File: config.mk
export PLATFORM = sky130hd
export DESIGN_NAME = pool_stream
export DESIGN_NICKNAME = d
export VERILOG_FILES = /design/src/rtl/pool_pkg.sv /design/src/rtl/pool_lane.sv /design/src/rtl/pool_stream.sv
export SDC_FILE = /design/constraint.sdc
export NUM_CORES = 1
export LEC_CHECK = 0
export ABC_AREA = 1
export CAP_MARGIN = 20
export CORE_ASPECT_RATIO = 1.1
export CORE_MARGIN = 2
export CORE_UTILIZATION = 30
export DETAILED_ROUTE_END_ITERATION = 12
export MAX_ROUTING_LAYER = met4
export REMOVE_ABC_BUFFERS = 1
export SLEW_MARGIN = 20
export SYNTH_ARGS = -nofsm -noshare
export SYNTH_HDL_FRONTEND = slang
export SYNTH_SLANG_ARGS = --single-unit
File: constraint.sdc
create_clock -name clk -period 2.6 [get_ports clk]
set_input_delay 0.65 -clock clk [delete_from_list [all_inputs] [get_ports clk]]
set_output_delay 0.65 -clock clk [all_outputs]
set_load 0.01 [all_outputs]
File: src/rtl/pool_pkg.sv
// Shared types for the streaming pooling engine: reduction mode and the
// observable window state derived from the beat counter and output register.
package pool_pkg;

  typedef enum logic {
    POOL_MAX = 1'b0,
    POOL_AVG = 1'b1
  } pool_mode_e;

  typedef enum logic [1:0] {
    IDLE  = 2'd0,
    ACCUM = 2'd1,
    HOLD  = 2'd2
  } state_t;

endpackage

File: src/rtl/pool_lane.sv
// One pooling lane: running max or sum over a window, with the final beat
// folded in combinationally so the result is ready on the completing beat.
module pool_lane
  import pool_pkg::*;
#(
  parameter int DATA_WIDTH = 8,
  parameter int CNT_W      = 2
) (
  input  logic                         clk,
  input  logic                         rst_n,
  input  logic                         en,
  input  logic                         first,
  input  logic                         last,
  input  pool_mode_e                   mode,
  input  logic signed [DATA_WIDTH-1:0] elem,
  output logic signed [DATA_WIDTH-1:0] result
);

  localparam int ACC_W = DATA_WIDTH + CNT_W;

  logic signed [ACC_W-1:0] acc;
  logic signed [ACC_W-1:0] elem_x;
  logic signed [ACC_W-1:0] sum;
  logic signed [ACC_W-1:0] mx;
  logic signed [ACC_W-1:0] shifted;
  logic signed [ACC_W-1:0] nxt;

  always_comb begin
    elem_x  = ACC_W'(elem);
    sum     = acc + elem_x;
    // ties keep the accumulated value
    mx      = (elem_x > acc) ? elem_x : acc;
    shifted = sum >>> CNT_W;
    if (first)
      nxt = elem_x;
    else if (mode == POOL_AVG)
      nxt = sum;
    else
      nxt = mx;
    result = DATA_WIDTH'((mode == POOL_AVG) ? shifted : mx);
  end

  always_ff @(posedge clk or negedge rst_n) begin
    if (!rst_n)
      acc <= '0;
    else if (en && !last)
      acc <= nxt;
  end

endmodule

File: src/rtl/pool_stream.sv
// Streaming pooling engine top: beat counter, window mode latch, valid/ready
// handshake and the output register shared by all lanes.
module pool_stream
  import pool_pkg::*;
#(
  parameter int DATA_WIDTH = 8,
  parameter int CHANNELS   = 4,
  parameter int POOL_SIZE  = 4
) (
  input  logic                           clk,
  input  logic                           rst_n,
  input  logic                           mode_avg,
  input  logic                           clear,
  input  logic                           in_valid,
  output logic                           in_ready,
  input  logic [CHANNELS*DATA_WIDTH-1:0] in_data,
  output logic                           out_valid,
  input  logic                           out_ready,
  output logic [CHANNELS*DATA_WIDTH-1:0] out_data,
  output logic                           busy
);

  localparam int CNT_W = $clog2(POOL_SIZE);
  localparam int ACC_W = DATA_WIDTH + CNT_W;
  localparam logic [CNT_W-1:0] CNT_LAST = CNT_W'(POOL_SIZE - 1);

  logic [CNT_W-1:0]               cnt;
  pool_mode_e                     mode_q;
  pool_mode_e                     mode_eff;
  state_t                         state;
  logic                           accept;
  logic                           first;
  logic                           last;
  logic                           lane_en;
  logic [CHANNELS*DATA_WIDTH-1:0] lane_res;

  always_comb begin
    first    = (cnt == '0);
    last     = (cnt == CNT_LAST);
    in_ready = !last || !out_valid || out_ready;
    accept   = in_valid && in_ready;
    lane_en  = accept && !clear;
    mode_eff = first ? pool_mode_e'(mode_avg) : mode_q;
    if (!first)
      state = ACCUM;
    else if (out_valid)
      state = HOLD;
    else
      state = IDLE;
    busy = (state != IDLE);
  end

  always_ff @(posedge clk or negedge rst_n) begin
    if (!rst_n) begin
      cnt       <= '0;
      mode_q    <= POOL_MAX;
      out_valid <= 1'b0;
      out_data  <= '0;
    end else if (clear) begin
      cnt       <= '0;
      out_valid <= 1'b0;
    end else begin
      if (accept) begin
        cnt <= cnt + CNT_W'(1);
        if (first)
          mode_q <= pool_mode_e'(mode_avg);
      end
      // a completing beat reloads the register even when the old result leaves
      if (accept && last) begin
        out_valid <= 1'b1;
        out_data  <= lane_res;
      end else if (out_ready) begin
        out_valid <= 1'b0;
      end
    end
  end

  for (genvar c = 0; c < CHANNELS; c++) begin : g_lane
    pool_lane #(
      .DATA_WIDTH(DATA_WIDTH),
      .CNT_W     (ACC_W - DATA_WIDTH)
    ) u_lane (
      .clk   (clk),
      .rst_n (rst_n),
      .en    (lane_en),
      .first (first),
      .last  (last),
      .mode  (mode_eff),
      .elem  (in_data[c*DATA_WIDTH +: DATA_WIDTH]),
      .result(lane_res[c*DATA_WIDTH +: DATA_WIDTH])
    );
  end

endmodule

# ---- Word level (Yosys, flattened, before mapping)
# Index checks and enable logic that the tools add are counted.
dict set report word_totals {
  register_bits 76
  in_bits 38
  out_inout_bits 35
}
dict set report classes {
  add_sub_neg 5
  n_lt_le_gt_ge 4
  n_eq_ne 1
  muxes 24
  n_bitwise 1
  n_reduce_logical 15
}
# op count
set ops {}
lappend ops {{10-bit 2-to-1 mux} 12}
lappend ops {{10-bit by 8-bit adder with 10-bit output} 4}
lappend ops {{8-bit by 10-bit > comparator with 1-bit output} 4}
lappend ops {{8-bit 2-to-1 mux} 4}
lappend ops {{2-bit 2-to-1 mux} 4}
lappend ops {{1-bit logical AND} 4}
lappend ops {{1-bit 2-to-1 mux} 4}
lappend ops {{2-bit AND reduction} 2}
lappend ops {{2-bit nonzero test} 2}
lappend ops {{1-bit logical NOT} 3}
lappend ops {{3-bit nonzero test} 1}
lappend ops {{2-bit by 1-bit adder with 2-bit output (second input constant)} 1}
lappend ops {{2-bit equality test (second input constant)} 1}
lappend ops {{2-bit logical NOT} 1}
lappend ops {{1-bit logical OR} 2}
lappend ops {{1-bit inverter} 1}

# ---- Depth between registers and ports, before layout
# Gate-level depths: netlist of the first run.
dict set report logic_depth {
  depth_word 8
  ltp_mapped 16
  depth_no_buf 15
}

# ---- Cells and area by module
# Synthesis of the first run repeated with hierarchy kept, for this count alone.
dict set report unflattened {
  cells_unflattened 1203
  area_unflattened_um2 7753.7
}
# module instances cells_each area_each_um2 seq_area_each_um2
set modules_own_cells {}
lappend modules_own_cells {{pool_lane (g_lane[1].u_lane ...)} 2 259 1567.8 250.2}
lappend modules_own_cells {{pool_lane (g_lane[0].u_lane)} 1 260 1596.5 250.2}
lappend modules_own_cells {{pool_lane (g_lane[3].u_lane)} 1 258 1552.7 250.2}
lappend modules_own_cells {pool_stream 1 167 1468.9 900.9}

# ---- Least setup slack after synthesis of the first run
# No wires, ideal clock.
dict set report synth_timing {
  path_type {input-to-reg}
  from {input in_data[8]}
  to {register g_lane[1].u_lane.acc[6]}
  setup_time_ns 0.117
  t_arrival_ns 2.087
  required_ns 2.483
  setup_slack_ns 0.397
  stages 15
  n_path_buf 0
  path_cell_list {ha_1 -> inv_1 -> fa_1 -> nor2_1 -> nor2_1 -> o21bai_1 -> a21oi_1 -> inv_1 -> nand2_1 -> nand3_1 -> nand2_1 -> inv_1 -> nand2_1 -> nand2_1 -> nand2_1}
}
dict set report synth_via {
  elab_chain_len 4
  elab_cells_between_ends 5
}
# element line
set synth_rtl {}
lappend synth_rtl {{start: declaration} pool_stream.sv:16} ;# input logic [CHANNELS*DATA_WIDTH-1:0] in_data,
lappend synth_rtl {{8-bit by 10-bit > comparator with 1-bit output} pool_lane.sv:32} ;# mx = (elem_x > acc) ? elem_x : acc;
lappend synth_rtl {{10-bit 2-to-1 mux} pool_lane.sv:32}
lappend synth_rtl {{10-bit 2-to-1 mux *} pool_lane.sv:36} ;# else if (mode == POOL_AVG)
lappend synth_rtl {{10-bit 2-to-1 mux *} pool_lane.sv:34} ;# if (first)
lappend synth_rtl {{end signal: assignment} pool_lane.sv:47} ;# acc <= nxt;
lappend synth_rtl {{end: declaration} pool_lane.sv:21} ;# logic signed [ACC_W-1:0] acc;
# Mark *: on every way between the ends. The rest lies on a longest branch, timed or not.
# A chain may end at the register's enable or synchronous reset.

# ---- Worst setup path in the final report of the first run
dict set report layout_timing {
  from {register cnt[1]}
  to {output busy}
}
dict set report layout_via {
  elab_chain_len 3
}
# element line
set layout_rtl {}
lappend layout_rtl {{start: declaration} pool_stream.sv:27} ;# logic [CNT_W-1:0] cnt;
lappend layout_rtl {{start signal: assignment} pool_stream.sv:64} ;# cnt <= cnt + CNT_W'(1);
lappend layout_rtl {{2-bit logical NOT} pool_stream.sv:38} ;# first = (cnt == '0);
lappend layout_rtl {{2-bit 2-to-1 mux} pool_stream.sv:44} ;# if (!first)
lappend layout_rtl {{2-bit nonzero test} pool_stream.sv:50} ;# busy = (state != IDLE);
lappend layout_rtl {{end: declaration} pool_stream.sv:20} ;# output logic busy
# Every way passes these cells.

==> results.sh, run 1 <==
export IMPL_status="finished, final reports clean"
export IMPL_core_area_um2=24500
export IMPL_yosysWarnings=0
export IMPL_clockBufferDepth=2
export IMPL_ant_nets=0
export IMPL_hold_viol_final=0
export IMPL_routed_via_density=4.64
export IMPL_grt_pass1_wl_mm=36.5
export IMPL_wl_mm=21.7
export IMPL_switching_share=0.439
export IMPL_multiInputGateArea_um2=4820
export IMPL_dpl_hpwl_mm=16.3
export IMPL_grt_use_total=0.175
export IMPL_final_common_cell="nand2_1"
export IMPL_final_cell_mix="409 x nand2_1, 189 x inv_1, 112 x buf_4, 100 x nand3_1, 76 x dfrtp_1"
export IMPL_gr_total_overflow=0
export IMPL_num_vias=7670
export IMPL_fp_dieW_um=155
export IMPL_ir_drop_v=0.000433
export IMPL_design_area_um2=9750
export IMPL_r2r_start="cnt[0]$_DFFE_PN0P_"
export IMPL_cp_end_kind="output pin"
export IMPL_stdcell_count=1652
export IMPL_period_minus_slack_ns=2.47
export IMPL_h_tree_depth=3
export IMPL_syn_instance_count=1171
export IMPL_cts_tree="built"
export IMPL_clock_sinks=76
export IMPL_nets=1458
export IMPL_worstPathRequired_ns=1.95
export IMPL_final_util=0.397
export IMPL_synth_cell_types=32
export IMPL_dieHeight_um=170
export IMPL_rows=60
export IMPL_critical_path_max_stage_delay_ns=0.49
export IMPL_cp_max_fo=3
export IMPL_seqPwrFrac=0.234
export IMPL_worst_slack_ns=0.132
export IMPL_post_dp_cell_area_um2=9370
export IMPL_period_share=0.949
export IMPL_crit_chain="inv_1 > ha_4 > inv_2 > or2_2 > clkdlybuf4s50_1"
export IMPL_ys_ff_latch=76
export IMPL_cts_made_buffers=9
export IMPL_skew_ns=0.00593
export IMPL_grt_start_max_net_pins=50
export IMPL_p_leak_nw=5.43
export IMPL_drc=0
export IMPL_rsz0062_at_grt="false"
export IMPL_total_power_w=0.00737
export IMPL_yosysSeqAreaShare=0.253
export IMPL_clockRootBuffer="clkbuf_16"
export IMPL_drt_iter0_drc=423
export IMPL_maxCapViolations=0
export IMPL_cp_start_kind="flop"
export IMPL_drive_gt1_frac=0.145
export IMPL_syn_to_final_growth_pct=29.6
export IMPL_antenna_found_initial=0
export IMPL_clk_pin_slew_worst_paths_ns=0.06
export IMPL_wl_per_cell_um=13.1
export IMPL_boundaryPins=73
export IMPL_fmax_ghz=0.405
export IMPL_gp_congestion=0.855
export IMPL_first_global_vias=7549
export IMPL_synth_area_leaders="dfrtp_1 25%, nand2_1 20%, ha_1 13%"
export IMPL_cp_startpoint="cnt[1]$_DFFE_PN0P_"
export IMPL_slew_headroom=0.523
export IMPL_synth_largest_area_cell="dfrtp_1"
export IMPL_drt_pass1_iterations=7
export IMPL_syn_cell_area_um2=7530
export IMPL_diodes=0
export IMPL_crit_slowest_cell="clkdlybuf4s50_1"
export IMPL_initial_utilization=0.307
export IMPL_dieArea_um2=26400
export IMPL_power_frac_comb=0.581
export IMPL_io_buffers=72
export IMPL_setup_violations=0
export IMPL_pwr_share_clk=0.185
export IMPL_synth_top_cell_area_share=0.253
export IMPL_hold_path_class="in2async"
export IMPL_power_switching_w=0.00324
export IMPL_cp_arrival_ns=1.82
export IMPL_nFillCells=2590
export IMPL_finalMaxSlewViolations=0
export IMPL_place_ws_ns=-0.292
export IMPL_p_per_area_nw_per_um2=756
export IMPL_syn_area_per_cell_um2=6.43
export IMPL_placed_cells=1637
export IMPL_register_area_um2=1900
export IMPL_worstMarginPinSlew_ns=0.715
export IMPL_path_class="reg2out"
export IMPL_clock_latency_ns=0.35
export IMPL_post_cts_buffers=0
export IMPL_intPower_w=0.00414
## kinds of logic after synthesis
family	share of synthesized area
adder cells (fa/ha/maj)	0.140
AND/OR/NAND/NOR	0.393
AO/OA/AOI/OAI	0.0941
buffers and inverters	0.117
flip-flops	0.253
XOR/XNOR	0.00233
## final timing paths
kind,end,slack (ns),depth (start not counted)
max,busy,0.13,5
min,out_data[16]$_DFFE_PN0P_,0.27,1
max reg2reg,out_data[25]$_DFFE_PN0P_,0.45,9
min reg2reg,out_data[15]$_DFFE_PN0P_,0.48,2
max in group asynchronous,g_lane[3].u_lane.acc[6]$_DFFE_PN0P_,1.71,2
min in group clk,out_data[15]$_DFFE_PN0P_,0.48,2
## layout make-up
cell class	instances	share of cell area
multi-input cells	869	0.494
flip-flops and latches	76	0.195
repair buffers	185	0.164
inverters	197	0.0758
well taps	310	0.0398
clock buffers	11	0.0239
clock inverters	4	0.00770
## flip-flops by register name (all words and copies together) (netlist names)
register / flops
out_data: 32
out_valid: 1
g_lane.u_lane.acc: 40
mode_q: 1
cnt: 2
## power by group through the flow
stage	clock network [W]	logic, W	registers (W)
2_1_floorplan	0	0.00255	0.00176
3_3_place_gp	0	0.00418	0.00174
3_5_place_dp	0	0.00422	0.00174
4_1_cts	0.00140	0.00425	0.00172
5_1_grt	0.00145	0.00485	0.00177
6_report	0.00137	0.00428	0.00173
## through the flow
stage          hold WS (ns)  setup TNS (ns)
6_report              0.274               0
5_1_grt               0.316               0
4_1_cts               0.293               0
3_5_place_dp          0.464          -15.51
3_3_place_gp          0.463          -12.90
2_1_floorplan         0.354          -71.04
## cells in the mapped netlist
cell,count
nand2_4,3
o21bai_1,6
xor2_1,1
nand2_2,10
o21ai_0,31
inv_2,5
dfrtp_1,76
nand3_1,102
nand3b_1,2
nor2_2,4
buf_4,4
nor2_1,76
buf_1,1
a21oi_1,77
xnor2_1,1
a2bb2oi_1,9
ha_1,78
nand4_2,1
nand4_4,3
nand3_4,5
inv_1,191
buf_2,16
nor4_1,3
clkinv_1,1
a31oi_1,7
nand4_1,17
clkbuf_1,8
nand2_1,409
or2_2,2
fa_1,4
nand3_2,10
nor2_4,8
## layer usage
layer / wire [um] / vias to the layer above / global-route usage
li1: - / 4016 / -
met1: 10700 / 3489 / 0.226
met2: 10100 / 141 / 0.291
met3: 562 / 24 / 0.0171
met4: 325 / 0 / 0.0539
met5: 0 / - / -
## what timing repair did
item,in CTS,in global routing
hold endpoints to repair,0,0
hold buffers,0,0
gates resized for setup,0,20
endpoints found under the setup margin,0,57
## critical path, delay by kind of cell, from the launching register on
kind	cells	cell delay, ns
simple gates	1	0.28
fa+ha+maj	1	0.16
buf+inv	3	0.66
flops	1	0.38
Power figures use the tool's default switching activity.
==> run 2, diff against run 1 <==
--- a/config.mk
+++ b/config.mk
@@ -6,14 +6,14 @@
 export NUM_CORES = 1
 export LEC_CHECK = 0
 export ABC_AREA = 1
-export CAP_MARGIN = 20
+export CAP_MARGIN = 10
 export CORE_ASPECT_RATIO = 1.1
-export CORE_MARGIN = 2
+export CORE_MARGIN = 3
 export CORE_UTILIZATION = 30
 export DETAILED_ROUTE_END_ITERATION = 12
 export MAX_ROUTING_LAYER = met4
 export REMOVE_ABC_BUFFERS = 1
-export SLEW_MARGIN = 20
+export SLEW_MARGIN = 10
 export SYNTH_ARGS = -nofsm -noshare
 export SYNTH_HDL_FRONTEND = slang
 export SYNTH_SLANG_ARGS = --single-unit
==> results.sh, run 2 (same netlist as run 1, synthesis figures left out) <==
export IMPL_fp_dieW_um=157
export IMPL_rows=60
export IMPL_p_leak_nw=5.50
export IMPL_worst_slack_ns=0.112
export IMPL_cp_start_kind="primary input"
export IMPL_final_common_cell="nand2_1"
export IMPL_grt_start_max_net_pins=45
export IMPL_grt_use_total=0.172
export IMPL_pwr_share_clk=0.201
export IMPL_post_dp_cell_area_um2=9420
export IMPL_hold_viol_final=0
export IMPL_clk_pin_slew_worst_paths_ns=0.07
export IMPL_regMostFlops="g_lane.u_lane.acc"
export IMPL_cts_tree="built"
export IMPL_power_frac_comb=0.571
export IMPL_largest_reg_flops=40
export IMPL_place_ws_ns=-0.352
export IMPL_final_cell_mix="407 x nand2_1, 190 x inv_1, 117 x buf_4, 102 x nand3_1, 76 x dfrtp_1"
export IMPL_syn_to_final_growth_pct=31.1
export IMPL_intPower_w=0.00427
export IMPL_routed_via_density=4.67
export IMPL_power_switching_w=0.00330
export IMPL_cts_made_buffers=9
export IMPL_skew_ns=0.0141
export IMPL_hold_path_class="in2async"
export IMPL_initial_utilization=0.307
export IMPL_drive_gt1_frac=0.153
export IMPL_grt_pass1_wl_mm=36.6
export IMPL_antenna_found_initial=0
export IMPL_ir_drop_v=0.000337
export IMPL_gp_congestion=0.881
export IMPL_clockBufferDepth=2
export IMPL_dieHeight_um=172
export IMPL_setup_violations=0
export IMPL_path_class="in2reg"
export IMPL_period_minus_slack_ns=2.49
export IMPL_diodes=0
export IMPL_clock_latency_ns=0.35
export IMPL_core_area_um2=24500
export IMPL_ant_nets=0
export IMPL_gr_total_overflow=0
export IMPL_drc=0
export IMPL_status="finished, final reports clean"
export IMPL_finalMaxSlewViolations=0
export IMPL_clockRootBuffer="clkbuf_16"
export IMPL_dpl_hpwl_mm=16.4
export IMPL_worstMarginPinSlew_ns=0.725
export IMPL_first_global_vias=7598
export IMPL_drt_iter0_drc=442
export IMPL_cp_arrival_ns=2.76
export IMPL_fmax_ghz=0.402
export IMPL_fin_setup_tns_ns=0
export IMPL_worstPathRequired_ns=2.87
export IMPL_slew_headroom=0.516
export IMPL_wl_per_cell_um=13.3
export IMPL_cp_end_kind="flop"
export IMPL_drt_pass1_iterations=5
export IMPL_switching_share=0.436
export IMPL_period_share=0.957
export IMPL_cp_max_fo=3
export IMPL_num_vias=7742
export IMPL_seqPwrFrac=0.228
export IMPL_clock_sinks=76
export IMPL_h_tree_depth=3
export IMPL_whs_ns=0.247
export IMPL_dieArea_um2=27000
export IMPL_io_buffers=72
export IMPL_wl_mm=22.0
export IMPL_nets=1464
export IMPL_maxCapViolations=0
export IMPL_design_area_um2=9860
export IMPL_cts_hold_buffers=0
export IMPL_boundaryPins=73
export IMPL_top_regs="g_lane.u_lane.acc x40, out_data x32, cnt x2"
export IMPL_post_cts_buffers=0
export IMPL_p_per_area_nw_per_um2=768
-- run 2: what timing repair did --
action,in CTS,in global routing
hold endpoints to repair,0,0
pin swaps,0,4
endpoints found under the setup margin,2,45
resized for setup,2,23
-- run 2: area by class of cell --
type	count	area, um^2
Timing Repair Buffer	191	1660
Multi-Input combinational cell	869	4830
Sequential cell	76	1900
Clock inverter	7	124
Tap cell	310	388
Clock buffer	9	225
Inverter	197	739
Fill cell	2519	14700
-- run 2: final timing paths --
| path | cells past startpoint | to | startpoint | slack [ns] |
|---|---|---|---|---|
| max reg2reg | 12 | g_lane[1].u_lane.acc[8]$_DFFE_PN0P_ | g_lane[1].u_lane.acc[0]$_DFFE_PN0P_ | 0.44 |
| min reg2reg | 2 | out_data[19]$_DFFE_PN0P_ | out_data[19]$_DFFE_PN0P_ | 0.48 |
| min | 1 | g_lane[2].u_lane.acc[2]$_DFFE_PN0P_ | rst_n | 0.25 |
| max | 14 | g_lane[0].u_lane.acc[8]$_DFFE_PN0P_ | in_data[0] | 0.11 |
| max in group asynchronous | 2 | out_data[26]$_DFFE_PN0P_ | rst_n | 1.73 |
| min in group clk | 2 | out_data[19]$_DFFE_PN0P_ | out_data[19]$_DFFE_PN0P_ | 0.48 |
-- run 2: metrics by stage --
step                       util  instances  total power (W)
after floorplan               -       1142          0.00432
after global placement    0.384       1643          0.00596
after detailed placement  0.384       1643          0.00600
after CTS                 0.399       1659          0.00758
after global routing      0.402       1659          0.00829
final                     0.402       1659          0.00758
-- run 2: power groups by stage --
stage / Sequential (W) / Combinational, W / Clock [W]
2_1_floorplan: 0.00176 / 0.00255 / 0
3_3_place_gp: 0.00174 / 0.00421 / 0
3_5_place_dp: 0.00175 / 0.00425 / 0
4_1_cts: 0.00173 / 0.00429 / 0.00156
5_1_grt: 0.00177 / 0.00491 / 0.00161
6_report: 0.00172 / 0.00433 / 0.00152
-- run 2: layer usage --
metal  wire length [um]  up-vias  GRT usage  share of wire
met5                  0        -          -              0
met4                408        0     0.0479          0.019
met3                717       31     0.0183          0.033
met2              10400      149      0.287           0.47
met1              10500     3535      0.222           0.48
li1                   -     4027          -              -
-- run 2: critical path: stages --
cell	delay, ns
clkdlybuf4s50_1	0.49
ha_2	0.19
inv_1	0.05
fa_1	0.35
inv_1	0.10
nand3_1	0.10
nand2_2	0.11
buf_4	0.11
nand4_1	0.09
nand3_1	0.10
nand3_1	0.12
nand2_1	0.10
nand2_1	0.07
a21oi_2	0.14
==> run 3, diff against run 2 <==
--- a/config.mk
+++ b/config.mk
@@ -10,6 +10,7 @@
 export CORE_ASPECT_RATIO = 1.1
 export CORE_MARGIN = 3
 export CORE_UTILIZATION = 30
+export CTS_CLUSTER_DIAMETER = 200
 export DETAILED_ROUTE_END_ITERATION = 12
 export MAX_ROUTING_LAYER = met4
 export REMOVE_ABC_BUFFERS = 1
==> results of run 3 <==
Final layout, timing and power as in run 2 (identical DEF).
